<file path="config.mk">
export PLATFORM = sky130hd
export DESIGN_NAME = digit_entry_reg
export DESIGN_NICKNAME = d
export VERILOG_FILES = /design/src/rtl/digit_entry_reg_pkg.sv /design/src/rtl/digit_entry_reg.sv
export SDC_FILE = /design/constraint.sdc
export NUM_CORES = 1
export LEC_CHECK = 0
export ABC_CLOCK_PERIOD_IN_PS = 1520
export BUFFER_PORTS_ARGS = -buffer_cell sky130_fd_sc_hd__buf_2
export CORE_MARGIN = 2
export CORE_UTILIZATION = 45
export DETAILED_ROUTE_END_ITERATION = 16
export HOLD_SLACK_MARGIN = 0.1
export PLACE_DENSITY = 0.77
export RECOVER_POWER = 50
export SYNTH_ARGS = -nofsm -noshare
export SYNTH_HDL_FRONTEND = slang
export SYNTH_SLANG_ARGS = --single-unit
</file>
<file path="constraint.sdc">
create_clock -name clk -period 1.52 [get_ports clk]
set_input_delay 0 -clock clk [delete_from_list [all_inputs] [get_ports clk]]
set_output_delay 0 -clock clk [all_outputs]
set_load 0.005 [all_outputs]
</file>
<file path="src/rtl/digit_entry_reg_pkg.sv">
// Shared calculator definitions: digit-buffer geometry and keypad codes.
// The key-code constants are also used by the calculator control FSM.
package digit_entry_reg_pkg;

    localparam int NDIG_DEF = 4;
    localparam int DW_DEF   = 4;

    // Largest key code that is a decimal digit; everything above is a function key.
    localparam int DIGIT_MAX = 9;

    localparam logic [3:0] KEY_ADD = 4'd10;
    localparam logic [3:0] KEY_SUB = 4'd11;
    localparam logic [3:0] KEY_MUL = 4'd12;
    localparam logic [3:0] KEY_DIV = 4'd13;
    localparam logic [3:0] KEY_EQ  = 4'd14;
    localparam logic [3:0] KEY_CLR = 4'd15;

endpackage

</file>
<file path="src/rtl/digit_entry_reg.sv">
// Keypad-side digit buffer for the 4-digit display path.
// Digit 0 (bits [3:0]) is the right-most digit; new keys shift in from the right.
// Strobe priority in one cycle: rst > key_clr > load_valid > key_bksp > key_valid.
module digit_entry_reg
    import digit_entry_reg_pkg::*;
#(
    parameter int NDIG = NDIG_DEF,
    parameter int DW   = DW_DEF
) (
    input  logic                clk,
    input  logic                rst,
    input  logic                key_valid,
    input  logic [DW-1:0]       key_code,
    input  logic                key_clr,
    input  logic                key_bksp,
    input  logic                load_valid,
    input  logic [NDIG*DW-1:0]  load_data,
    output logic [NDIG*DW-1:0]  digits,
    output logic [2:0]          count,
    output logic [NDIG-1:0]     blank,
    output logic                full,
    output logic                ovf,
    output logic                bad_key
);

    logic [NDIG*DW-1:0] digits_q, digits_d;
    logic [2:0]         count_q, count_d;
    logic               ovf_q, ovf_d;
    logic               bad_key_q, bad_key_d;
    logic               full_w;
    logic [NDIG-1:0]    blank_w;

    // Entered-digit count implied by a loaded value: one past the highest
    // nonzero nibble, with an all-zero value still showing a single "0".
    function automatic logic [2:0] lead_count(input logic [NDIG*DW-1:0] d);
        logic [2:0] n;
        n = 3'd1;
        for (int i = 0; i < NDIG; i++) begin
            if (d[i*DW +: DW] != '0) n = 3'(i + 1);
        end
        return n;
    endfunction

    assign full_w = (count_q == 3'(NDIG));

    // Next-state selection by strobe priority; dropped strobes never pulse.
    always_comb begin
        digits_d  = digits_q;
        count_d   = count_q;
        ovf_d     = 1'b0;
        bad_key_d = 1'b0;
        if (key_clr) begin
            digits_d = '0;
            count_d  = '0;
        end else if (load_valid) begin
            digits_d = load_data;
            count_d  = lead_count(load_data);
        end else if (key_bksp) begin
            if (count_q != 3'd0) begin
                digits_d = digits_q >> DW;
                count_d  = count_q - 3'd1;
            end
        end else if (key_valid) begin
            if (key_code > DW'(DIGIT_MAX)) begin
                bad_key_d = 1'b1;
            end else if (full_w) begin
                ovf_d = 1'b1;
            end else if (!(count_q == 3'd0 && key_code == '0)) begin
                // A zero keyed into an empty entry is swallowed so no leading zeros build up.
                digits_d = {digits_q[NDIG*DW-DW-1:0], key_code};
                count_d  = count_q + 3'd1;
            end
        end
    end

    // State and pulse registers; reset wins over any strobe in the same cycle.
    always_ff @(posedge clk) begin
        if (rst) begin
            digits_q  <= '0;
            count_q   <= '0;
            ovf_q     <= 1'b0;
            bad_key_q <= 1'b0;
        end else begin
            digits_q  <= digits_d;
            count_q   <= count_d;
            ovf_q     <= ovf_d;
            bad_key_q <= bad_key_d;
        end
    end

    // Leading positions are blanked; digit 0 always lights so an empty entry shows "0".
    always_comb begin
        blank_w    = '0;
        blank_w[0] = 1'b0;
        for (int i = 1; i < NDIG; i++) begin
            blank_w[i] = (3'(i) >= count_q);
        end
    end

    assign digits  = digits_q;
    assign count   = count_q;
    assign blank   = blank_w;
    assign full    = full_w;
    assign ovf     = ovf_q;
    assign bad_key = bad_key_q;

endmodule

</file>
==> results of run 1 <==
state kept, by name, summed over array words and instances (netlist names):
register  cells
bad_key       1
count         3
digits       16
ovf           1
stage by stage:
step                cells  total power [mW]  utilization (%)  setup WS, ns  hold slack, ns
floorplan             173             0.873                -        0.0235           0.137
global placement      266             0.992             55.8        0.0925           0.296
detailed placement    266             0.999             55.8        0.0490           0.294
CTS                   287              1.32             61.9        0.0189           0.102
global route          288              1.39             62.1       0.00746           0.133
finish                288              1.32             62.1        0.0355           0.107
what timing repair did:
action / CTS / global route
setup endpoints to repair: 0 / 14
gates resized for setup: 0 / 3
setup buffers: 0 / 1
hold endpoints to repair: 15 / 0
hold buffers: 17 / 0
worst register-to-register path: stages (launching register included):
cell and delay, ns:
dfxtp_1 0.34, inv_2 0.08, ha_4 0.13, nand2_2 0.08, a311o_1 0.29, buf_4 0.17, a21oi_1 0.19, a211oi_1 0.09
final timing paths:
| kind | slack, ns | from | to | cells past startpoint |
|---|---|---|---|---|
| max reg2reg | 0.04 | count[1] | digits[13] | 7 |
| min | 0.11 | load_data[7] | digits[7] | 5 |
| min reg2reg | 0.49 | digits[3] | digits[3] | 2 |
| max | 0.04 | key_code[1] | digits[13] | 7 |
layer usage:
layer / up-vias / GRT usage, % / wire length, um
met1: 730 / 27.8 / 1850
met3: 10 / 3.44 / 192
met2: 51 / 36.5 / 2090
met4: 0 / 6.67 / 72
met5: - / 0 / 0
li1: 770 / - / -
cells in the mapped netlist, drive strengths merged:
cell type / number / area, um^2
o211a: 1 / 17.5
nor3: 1 / 5.00
a21oi: 23 / 153
mux2i: 13 / 130
nor2: 7 / 28.8
o31a: 1 / 8.76
inv: 4 / 15.0
nor3b: 4 / 30.0
or2: 1 / 6.26
nand2: 17 / 63.8
xnor2: 1 / 8.76
buf: 10 / 114
a31oi: 3 / 18.8
o31ai: 1 / 7.51
o211ai: 1 / 21.3
nand2b: 2 / 12.5
ha: 5 / 62.6
conb: 1 / 3.75
o21ai: 25 / 133
nand3: 12 / 110
clkbuf: 6 / 26.3
a211oi: 7 / 52.6
a311o: 1 / 10.0
nor4: 4 / 40.0
a311oi: 1 / 26.3
dfxtp: 21 / 420
where the power goes:
group	switching, mW	leakage (nW)	internal, mW
logic	0.232	0.647	0.203
clock network	0.193	0.0139	0.100
registers	0.0207	0.171	0.574
logic make-up (layout without fill, tap and decap cells):
logic type	after synthesis	in the layout	synth area share (%)
adders and majority gates	5	5	4.10
muxes	13	13	8.53
and+or+nand+nor	48	48	19.4
buffers and inverters	20	89	10.2
AOI/OAI and AO/OA	64	64	29.4
other	1	1	0.246
xor gates and xnor gates	1	1	0.574
DFF	21	21	27.6
final cells by class:
type	instances	area [um^2]
tap	46	57.6
clock buffer	3	22.5
inverter	4	15.0
clock inverter	1	7.51
fill	288	1240
sequential	21	422
timing repair buffer	81	539
multi-input combinational	132	977
==> impl_metrics.ini, run 1 <==
[outcome]
status = finished, final reports clean

[power_and_ir_drop]
vdd_drop_max_mv = 0.292
p_leak_nw = 0.832
power.density_nw_per_um2 = 648

[detailed_routing]
viasPerCell = 5.42
drt_iter0_drc = 50
dr.pass1.iters = 4
vias = 1561
wl_per_cell_um = 14.6
drt_wl_total_mm = 4.21
antenna_left = 0
drc = 0

[yosys]
synth_fp_nets = 204
syn-cell-area_um2 = 1530
ys_seq_area_share_pct = 27.6
synth_cell_type_count = 36
ys_warn_count = 0
synth_area_per_cell_um2 = 8.82
syn_inst = 173
ys_seq_elements = 21

[timing]
slew_headroom_pct = 66.0
setup_tns_ns = 0
fmax_ghz = 0.674
period_share_pct = 97.7
finalCriticalPeriod_ns = 1.48
setup_viol = 0
hold_viol_final = 0
max_slew.worst_pin.slew_ns = 0.510
rsz0062_at_grt = no
skew_ns = 0.0212
slew_violations = 0

[worst_setup_path]
crit_type = input port to flip-flop
crit_path_start_kind = input port
critPathMaxStageDelay_ns = 0.54
cp_cell_sequence = dlygate4sd3_1 -> buf_2 -> o21ai_2 -> a311o_1 -> buf_4 -> a21oi_1 -> a211oi_1
crit_family = buffers and inverters
cp_slowest_cell = dlygate4sd3_1
critPathRequiredTime_ns = 1.73
endpoint_kind = flip-flop
worst-path-buf-inv = 3
crit_fanout = 7
arrival_ns = 1.70

[final_layout]
diodes = 0
drive_above_1_share_pct = 39.3
syn2layout_area_growth_pct = 33.8
final_common_cell = buf_2
nets = 274
stdcell_area_um2 = 2040
final_cell_mix = buf_2 (44), dfxtp_1 (20), dlygate4sd3_1 (17), nand2_1 (16), o21ai_0 (14)

[clock_network]
root_buffer = clkbuf_4
clockBufferDepth = 2
htreeDepth = 1
clkSinkCount = 21
cts.reportedPaths.clkPinSlew_ns = 0.14
cts_tree = yes
clk_latency_ns = 0.32
cts_buffers = 3

[run]
maxCapViolCount = 0

[placed_design]
gp_congestion = 0.840
numPortBuffers = 50
place_area_um2 = 1830
place_hpwl_mm = 2.86

[global_routing]
grt_max_degree = 39
antenna_found_initial = 0
grtUsageTotal_pct = 21.4
grt_pass1_wl_mm = 6.86
grt-ovfl-total = 0
grt_pass1_vias = 1446

[floorplan]
ios = 52
row_count = 21
die_w_um = 62.2
core_um2 = 3280
die_area_um2 = 3870
start_util_pct = 46.4
die_y_um = 62.2

[hold_path]
hold_path.class = input port to flip-flop
(Power assumes the default switching activity.)
==> run 2: changes to the inputs <==
- MAX_ROUTING_LAYER: default -> met4
==> run 2 against run 1 <==
Final cell count unchanged. Global-route usage increased by 0.53 points. Critical endpoint unchanged. Hold slack got worse by 0.0028 ns. Total power increased by 0.11%. Sequential power about the same. Combinational power about the same. Maximum frequency about the same. Non-clock buffer count unchanged. Critical path depth unchanged.
==> impl_metrics.ini, run 2 (synthesized netlist as in run 1, its figures left out) <==
[outcome]
status = finished, final reports clean

[power_and_ir_drop]
p_sw_uw = 447
p_seq_share_pct = 44.9
power.share.switching_pct = 33.7
pwr-share-clk_pct = 22.3
p_int_uw = 877
p_leak_nw = 0.832
p_comb_share_pct = 32.8
power.density_nw_per_um2 = 649
vdd_drop_max_mv = 0.292

[timing]
setup_tns_ns = 0
slew_violations = 0
skew_ns = 0.0208
rsz0062_at_grt = no
slew_headroom_pct = 65.9
finalCriticalPeriod_ns = 1.48
setup_viol = 0
holdWs_ns = 0.104
period_share_pct = 97.6
fmax_ghz = 0.674
hold_viol_final = 0
max_slew.worst_pin.slew_ns = 0.511

[detailed_routing]
dr_wl_met2_mm = 2.09
drt_wl_total_mm = 4.22
antenna_left = 0
drc = 0
drt-met1-wl_mm = 1.83
wl_per_cell_um = 14.6
vias = 1572
drt_iter0_drc = 55
wl_met3_um = 216
dr.pass1.iters = 4
top_layer = met4
viasPerCell = 5.46

[floorplan]
start_util_pct = 46.4
core_um2 = 3280
ios = 52
die_w_um = 62.2
die_y_um = 62.2
row_count = 21
die_area_um2 = 3870

[worst_setup_path]
arrival_ns = 1.70
crit_type = input port to flip-flop
rrSetupSlack_ns = 0.04
crit_fanout = 7
r2r_cells = 7
crit_path_start_kind = input port
critPathRequiredTime_ns = 1.74
regToRegEndpoint = digits[13]
r2r_start = count[1]
endpoint_kind = flip-flop

[hold_path]
hold_path_end = digits[7]
whs_path_depth = 5
hold_path.class = input port to flip-flop
min_from = load_data[7]

[placed_design]
place_area_um2 = 1830
gp_congestion = 0.853
place_hpwl_mm = 2.86
numPortBuffers = 50
dp_cells = 266

[clock_network]
htreeDepth = 1
cts_tree = yes
root_buffer = clkbuf_4
cts_buffers = 3
cts.reportedPaths.clkPinSlew_ns = 0.14
clkSinkCount = 21
clk_latency_ns = 0.32
clockBufferDepth = 2

[final_layout]
layout.cells.non_filler = 288
syn2layout_area_growth_pct = 33.8
regArea_um2 = 422
fillers = 288
diodes = 0
largest_reg_flops = 16
nets = 274
final_util_pct = 62.1
multi_input_area_um2 = 977
drive_above_1_share_pct = 39.3
final_common_cell = buf_2
stdcell_area_um2 = 2040
final_cell_mix = buf_2 (44), dfxtp_1 (20), dlygate4sd3_1 (17), nand2_1 (16), o21ai_0 (14)

[run]
maxCapViolCount = 0

[global_routing]
grt_pass1_vias = 1449
grt_max_degree = 39
grt_pass1_wl_mm = 6.84
grt-ovfl-total = 0
antenna_found_initial = 0
grtUsageTotal_pct = 21.9
## run 2: worst max-delay path, stage by stage
cell and delay [ns]:
dlygate4sd3_1 0.54, buf_2 0.15, o21ai_2 0.26, a311o_1 0.24, buf_4 0.16, a21oi_1 0.09
a211oi_1 0.26
## run 2: worst max path at each step
stage	cells after the start	start	to
global route	7	count[0]	digits[13]
floorplan	8	count[1]	digits[8]
global placement	7	count[1]	digits[10]
detailed placement	7	count[1]	digits[10]
CTS	7	count[1]	digits[10]
finish	7	key_code[1]	digits[13]
## run 2: power by group through the flow
stage	clock network (mW)	registers (mW)	logic, mW
finish	0.295	0.595	0.434
global route	0.315	0.598	0.474
CTS	0.297	0.595	0.427
detailed placement	0	0.607	0.393
global placement	0	0.606	0.386
floorplan	0	0.608	0.265
## run 2: final cells by class
type                            instances  share of cell area [%]
Multi-Input combinational cell        132                    47.9
Timing Repair Buffer                   81                    26.4
Inverter                                4                   0.736
Sequential cell                        21                    20.7
Clock inverter                          1                   0.368
Tap cell                               46                    2.82
Clock buffer                            3                    1.10
## run 2: timing repair
action	CTS	global route
resized for setup	0	3
endpoints found under the setup margin	0	14
hold endpoints to repair	15	0
buffers inserted	0	1
hold buffers	17	0
## run 2: stage by stage
step / total power [mW] / setup WS, ns
2_1_floorplan: 0.873 / 0.0235
3_3_place_gp: 0.992 / 0.0925
3_5_place_dp: 0.999 / 0.0490
4_1_cts: 1.32 / 0.0189
5_1_grt: 1.39 / 0.00746
6_report: 1.32 / 0.0363
## run 2: per-layer routing
layer,vias up,global-route usage (%)
li1,771,-
met1,726,27.6
met2,63,36.7
met3,12,3.08
met4,0,6.67
met5,-,-
